File: src/rtl/mem_port_arbiter.sv
// Shares one single-ported memory between fetch and data ports, one transaction at a time.
// Latency: grant to rvalid is 2+LATENCY (read) or 2 (write); gnt only in IDLE, requesters hold req until granted.
module mem_port_arbiter #(
  parameter int LATENCY = 1,
  parameter int ADDR_W  = 32,
  parameter int DATA_W  = 32
) (
  input  logic                clk,
  input  logic                rst,
  input  logic                if_req,
  input  logic [ADDR_W-1:0]   if_addr,
  output logic                if_gnt,
  output logic                if_rvalid,
  output logic [DATA_W-1:0]   if_rdata,
  input  logic                dm_req,
  input  logic                dm_we,
  input  logic [ADDR_W-1:0]   dm_addr,
  input  logic [DATA_W-1:0]   dm_wdata,
  input  logic [DATA_W/8-1:0] dm_wmask,
  output logic                dm_gnt,
  output logic                dm_rvalid,
  output logic [DATA_W-1:0]   dm_rdata,
  output logic                mem_en,
  output logic                mem_we,
  output logic [ADDR_W-1:0]   mem_addr,
  output logic [DATA_W-1:0]   mem_wdata,
  output logic [DATA_W/8-1:0] mem_wmask,
  input  logic [DATA_W-1:0]   mem_rdata,
  output logic                busy
);

  localparam logic [3:0] LAT = 4'(LATENCY);

  typedef enum logic [1:0] {IDLE, ACCESS, WAIT} state_t;

  state_t     state;
  logic       owner;        // 1 = data port owns the in-flight transaction
  logic       last_winner;  // 1 = data port won the previous grant
  logic [3:0] cnt;

  // On a conflict the port that lost last time wins.
  assign if_gnt = !rst && (state == IDLE) && if_req && (!dm_req || last_winner);
  assign dm_gnt = !rst && (state == IDLE) && dm_req && (!if_req || !last_winner);

  always_ff @(posedge clk) begin
    if (rst) begin
      state       <= IDLE;
      owner       <= 1'b0;
      last_winner <= 1'b0;
      cnt         <= '0;
      mem_en      <= 1'b0;
      mem_we      <= 1'b0;
      mem_addr    <= '0;
      mem_wdata   <= '0;
      mem_wmask   <= '0;
      busy        <= 1'b0;
      if_rvalid   <= 1'b0;
      dm_rvalid   <= 1'b0;
      if_rdata    <= '0;
      dm_rdata    <= '0;
    end else begin
      if_rvalid <= 1'b0;
      dm_rvalid <= 1'b0;
      case (state)
        IDLE: begin
          if (if_gnt || dm_gnt) begin
            owner       <= dm_gnt;
            last_winner <= dm_gnt;
            mem_en      <= 1'b1;
            mem_we      <= dm_gnt & dm_we;
            mem_addr    <= dm_gnt ? dm_addr : if_addr;
            mem_wdata   <= dm_gnt ? dm_wdata : '0;
            mem_wmask   <= dm_gnt ? dm_wmask : '0;
            busy        <= 1'b1;
            state       <= ACCESS;
          end
        end
        ACCESS: begin
          // The mem_* registers double as the latched request; clear them once issued.
          mem_en    <= 1'b0;
          mem_we    <= 1'b0;
          mem_addr  <= '0;
          mem_wdata <= '0;
          mem_wmask <= '0;
          if (mem_we) begin
            dm_rvalid <= owner;
            if_rvalid <= !owner;
            busy      <= 1'b0;
            state     <= IDLE;
          end else begin
            cnt   <= LAT;
            state <= WAIT;
          end
        end
        WAIT: begin
          cnt <= cnt - 4'd1;
          if (cnt == 4'd1) begin
            if (owner) begin
              dm_rdata  <= mem_rdata;
              dm_rvalid <= 1'b1;
            end else begin
              if_rdata  <= mem_rdata;
              if_rvalid <= 1'b1;
            end
            busy  <= 1'b0;
            state <= IDLE;
          end
        end
        default: state <= IDLE;
      endcase
    end
  end

endmodule
File: config.mk
export PLATFORM = sky130hd
export DESIGN_NAME = mem_port_arbiter
export DESIGN_NICKNAME = d
export VERILOG_FILES = /design/src/rtl/mem_port_arbiter.sv
export SDC_FILE = /design/constraint.sdc
export NUM_CORES = 1
export LEC_CHECK = 0
export CAP_MARGIN = 20
export CORE_MARGIN = 8
export CORE_UTILIZATION = 40
export DETAILED_ROUTE_END_ITERATION = 7
export PLACE_DENSITY_LB_ADDON = 0.3
export RECOVER_POWER = 50
export SLEW_MARGIN = 20
export SYNTH_ARGS = -nofsm -noshare
export SYNTH_HDL_FRONTEND = slang
export SYNTH_SLANG_ARGS = --single-unit
File: constraint.sdc
create_clock -name clk -period 2.2 [get_ports clk]
set_input_delay 0.22 -clock clk [delete_from_list [all_inputs] [get_ports clk]]
set_output_delay 0.22 -clock clk [all_outputs]
set_load 0.03 [all_outputs]
==> run summary <==
Worst path arrival time - 2330 ps
Post-Route Setup TNS - 0 ps
Routed length per placed instance - 16.8 um
DIE WIDTH - 132 um
Worst min-delay path category - primary input to flip-flop
Tot GR Track Use - 20.1%
Pre-CTS setup slack - 144 ps
Portion of total power attributed to sequential cells - 35.1%
Drt total wl - 17900 um
Number of global-route vias before repair - 5627
Required time worst endpoint - 2490 ps
Number of primary I/O pins - 276
Maximum level of the CTS H-tree - 4
Setup Fix Bufs, Post-CTS - 0
Effective utilization at floorplan - 40.9%
Synth top area cells - sky130_fd_sc_hd__dfxtp_1 (53%), sky130_fd_sc_hd__nand2_1 (12%), sky130_fd_sc_hd__a21oi_1 (6.5%)
Chip Height - 132 um
Mapped Cells - 618
Critical path startpoint - state[0]
Design Power - 8880 uW
Netlist cell types - 34
Final worst-path cycle share - 92.9%
Cell Rows - 42
Clock tree from TritonCTS - built
Number of max-slew violations in the final report - 0
Total power divided by cell area - 992 nW/um2
Share of post-route cells with drive strength above 1 - 5.59%
TritonRoute pass-1 iters - 5
Max Buffers Root-to-Sink - 2
Die area - 17500 um2
Area added between synthesis and finish - 65.1%
Cell at the slowest stage of the critical path - sky130_fd_sc_hd__buf_4
Global-route wire length before repair - 28800 um
Final number of setup-violating endpoints - 0
Highest fanout seen on the critical path - 32
Cell Area, Synth - 5420 um2
R2r startpoint - state[0]
Crit path max-delay family - buffers and inverters
Number of maximum-capacitance violations - 0
Depth of the most critical reg-to-reg path - 7
Maximum cell stage delay along the critical path - 460 ps
Placeable core region - 13200 um2
Final global-route overflow total - 0
Post-layout nets - 1025
Share of the core filled with cells in the final layout - 67.6%
Portion of total power attributed to the clock network - 35.6%
Area fraction of the dominant cell type after synthesis - 53.2%
Number of synthesis warnings - 0
Crit path cell chain - inv_1 > ha_1 > and2b_1 > nand3_2 > buf_4 > mux2i_1 > o21ai_1
Clock insertion delay at the later pin of the skew report - 410 ps
Final critical-path setup slack - 156 ps
Kind of critical path - flip-flop to flip-flop
Total CTS buffers - 17
Remaining design rule violation count - 0
Synthesized netlist net count - 762
Number of antenna violations at the first check in global routing - 0
Via density per instance - 4.98
Clock Tree Root - sky130_fd_sc_hd__clkbuf_16
Time the worst path needs with I/O delays and setup - 2040 ps
Worst reg2reg path endpoint - mem_addr[10]
Switching portion of total power - 31.4%
FF+latch count, synth - 144
Predominant post-synthesis flop cell - sky130_fd_sc_hd__dfxtp_1
Switch Pwr - 2790 uW
Internal power summed over all cells - 6090 uW
Share of the yosys chip area belonging to registers - 53.2%
Most area-hungry cell type in the Yosys netlist - sky130_fd_sc_hd__dfxtp_1
Critical Path End Type - flip-flop
Post-synthesis area per instance - 8.77 um2
Critical path depth in cells - 7
Diodes inserted - 0
Worst supply voltage drop on vdd - 0.595 mV
Placed wire-length estimate after detailed placement - 13300 um
Relative contribution of combinational cells to total power - 29.3%
Worst clock skew - 7.28 ps
Maximum number of pins on one net before global-route repair - 65
Antenna viol nets, final - 0
Iteration-0 DRC Markers - 225
Buffers & Inverters on Critical Path - 2
Status - completed
Unrepaired setup endpoints after global routing - no
Critical Path Start Type - flip-flop
Number of synthesized flops with an enable pin - 0
Slew at the pin closest to its max-slew limit - 697 ps
Static leakage - 0.00380 uW
Count of clock tree sinks - 144
Reg2Reg Setup Slack - 160 ps
# port buffers - 275
Final weighted congestion in routability-driven placement - 0.792
Tightest slew margin relative to the limit - 53.5%
Final-report hold violation count - 0
Share of synthesized flip-flops with an asynchronous set or reset - 0%
Setup crit end - mem_addr[10]
Max frequency - 489 MHz
Clock input transition at the sequential cells of the worst setup and hold paths - 60 ps
Vias - 5333
==> registers in the layout, summed over array words and instances (netlist names) <==
name and cells:
dm_rvalid 1, if_rvalid 1, dm_rdata 32, last_winner 1, cnt 4, state 2, mem_en 1, mem_wmask 4
if_rdata 32, mem_we 1, mem_addr 32, busy 1, mem_wdata 32
==> metal layers <==
metal,track usage [%],share of wire (%),vias up
li1,-,-,2612
met1,19.9,37,2483
met2,35.4,51,196
met3,8.46,8.0,42
met4,10.3,3.8,0
met5,0,0,-
==> worst reg2reg max path, stage by stage (launching register included) <==
cell                      delay, ps
sky130_fd_sc_hd__dfxtp_1        380
sky130_fd_sc_hd__inv_1          100
sky130_fd_sc_hd__ha_1           210
sky130_fd_sc_hd__and2b_1        200
sky130_fd_sc_hd__nand3_2         90
sky130_fd_sc_hd__buf_4          460
sky130_fd_sc_hd__mux2i_1        380
sky130_fd_sc_hd__o21ai_1        110
==> synth_stat cells (2+ instances only) <==
master / number
sky130_fd_sc_hd__a2111oi_0: 2
sky130_fd_sc_hd__a21oi_1: 70
sky130_fd_sc_hd__a22oi_1: 39
sky130_fd_sc_hd__a311oi_1: 2
sky130_fd_sc_hd__buf_2: 12
sky130_fd_sc_hd__buf_4: 6
sky130_fd_sc_hd__buf_6: 6
sky130_fd_sc_hd__clkbuf_1: 19
sky130_fd_sc_hd__dfxtp_1: 144
sky130_fd_sc_hd__ha_1: 7
sky130_fd_sc_hd__inv_1: 8
sky130_fd_sc_hd__mux2_2: 2
sky130_fd_sc_hd__mux2i_1: 34
sky130_fd_sc_hd__nand2_1: 167
sky130_fd_sc_hd__nand2b_1: 2
sky130_fd_sc_hd__nor2_1: 46
sky130_fd_sc_hd__nor2b_1: 2
sky130_fd_sc_hd__o21ai_0: 4
sky130_fd_sc_hd__o21ai_1: 30
sky130_fd_sc_hd__or3b_1: 2
==> placed cells by master, fill, tap and decap left out, types with 2 or more instances in the layout <==
cell                              instances
sky130_fd_sc_hd__nand2b_1                 2
sky130_fd_sc_hd__o21ai_0                  4
sky130_fd_sc_hd__dlygate4sd3_1          134
sky130_fd_sc_hd__nor2_2                   2
sky130_fd_sc_hd__bufinv_16                5
sky130_fd_sc_hd__a311oi_1                 2
sky130_fd_sc_hd__clkbuf_8                 3
sky130_fd_sc_hd__a22oi_1                 40
sky130_fd_sc_hd__dfxtp_1                144
sky130_fd_sc_hd__mux2_2                   2
sky130_fd_sc_hd__buf_4                    8
sky130_fd_sc_hd__o21ai_1                 30
sky130_fd_sc_hd__or3b_1                   2
sky130_fd_sc_hd__nand2_1                167
sky130_fd_sc_hd__mux2i_1                 34
sky130_fd_sc_hd__buf_12                   5
sky130_fd_sc_hd__clkinv_2                 3
sky130_fd_sc_hd__a21oi_1                 70
sky130_fd_sc_hd__a2111oi_0                2
sky130_fd_sc_hd__nor2_1                  44
sky130_fd_sc_hd__inv_1                    8
sky130_fd_sc_hd__nor2b_1                  2
sky130_fd_sc_hd__clkbuf_1                 3
sky130_fd_sc_hd__clkdlybuf4s50_1        138
sky130_fd_sc_hd__ha_1                     7
sky130_fd_sc_hd__clkbuf_16               17
==> cell type report <==
cell class,instances,area [um2]
fillers,1055,4300
repair buffers,287,2900
flip-flops and latches,144,2880
multi-input cells,423,2260
clock buffers,22,474
well taps,176,220
clock inverters,10,181
inverters,8,30.0
==> metrics by stage <==
stage                     hold slack [ps]  instances  cell area [um2]
after floorplan                       336        618             5420
after global placement                436       1038             8300
after detailed placement              440       1038             8300
after CTS                             368       1070             8950
after global routing                  388       1070             8950
final                                 386       1070             8950
==> power by group through the flow <==
stage | Sequential [uW] | Combinational (uW) | Clock, uW
2_1_floorplan | 3710 | 1110 | 0
3_3_place_gp | 3160 | 2670 | 0
3_5_place_dp | 3180 | 2730 | 0
4_1_cts | 3130 | 2740 | 3220
5_1_grt | 3160 | 2790 | 3340
6_report | 3110 | 2600 | 3160
==> what timing repair did <==
item,CTS,global route
gates resized for setup,1,0
endpoints found under the setup margin,1,0
hold buffers,0,0
==> worst min-delay path by stage <==
stage	startpoint	to	slack, ps	cells past startpoint
floorplan	if_req	last_winner	340	1
global placement	mem_addr[13]	mem_addr[13]	440	2
detailed placement	mem_addr[4]	mem_addr[4]	440	2
CTS	mem_rdata[7]	dm_rdata[7]	370	3
global route	mem_rdata[11]	dm_rdata[11]	390	3
finish	mem_rdata[7]	dm_rdata[7]	390	3
==> cell families after synthesis <==
group / after synthesis / synth area share, %
buffers and inverters: 51 / 5.06
multiplexers: 36 / 6.70
AO/OA/AOI/OAI: 151 / 16.5
AND/OR/NAND/NOR: 229 / 17.0
adder cells (fa/ha/maj): 7 / 1.62
flip-flops: 144 / 53.2
(Power assumes the default switching activity.)
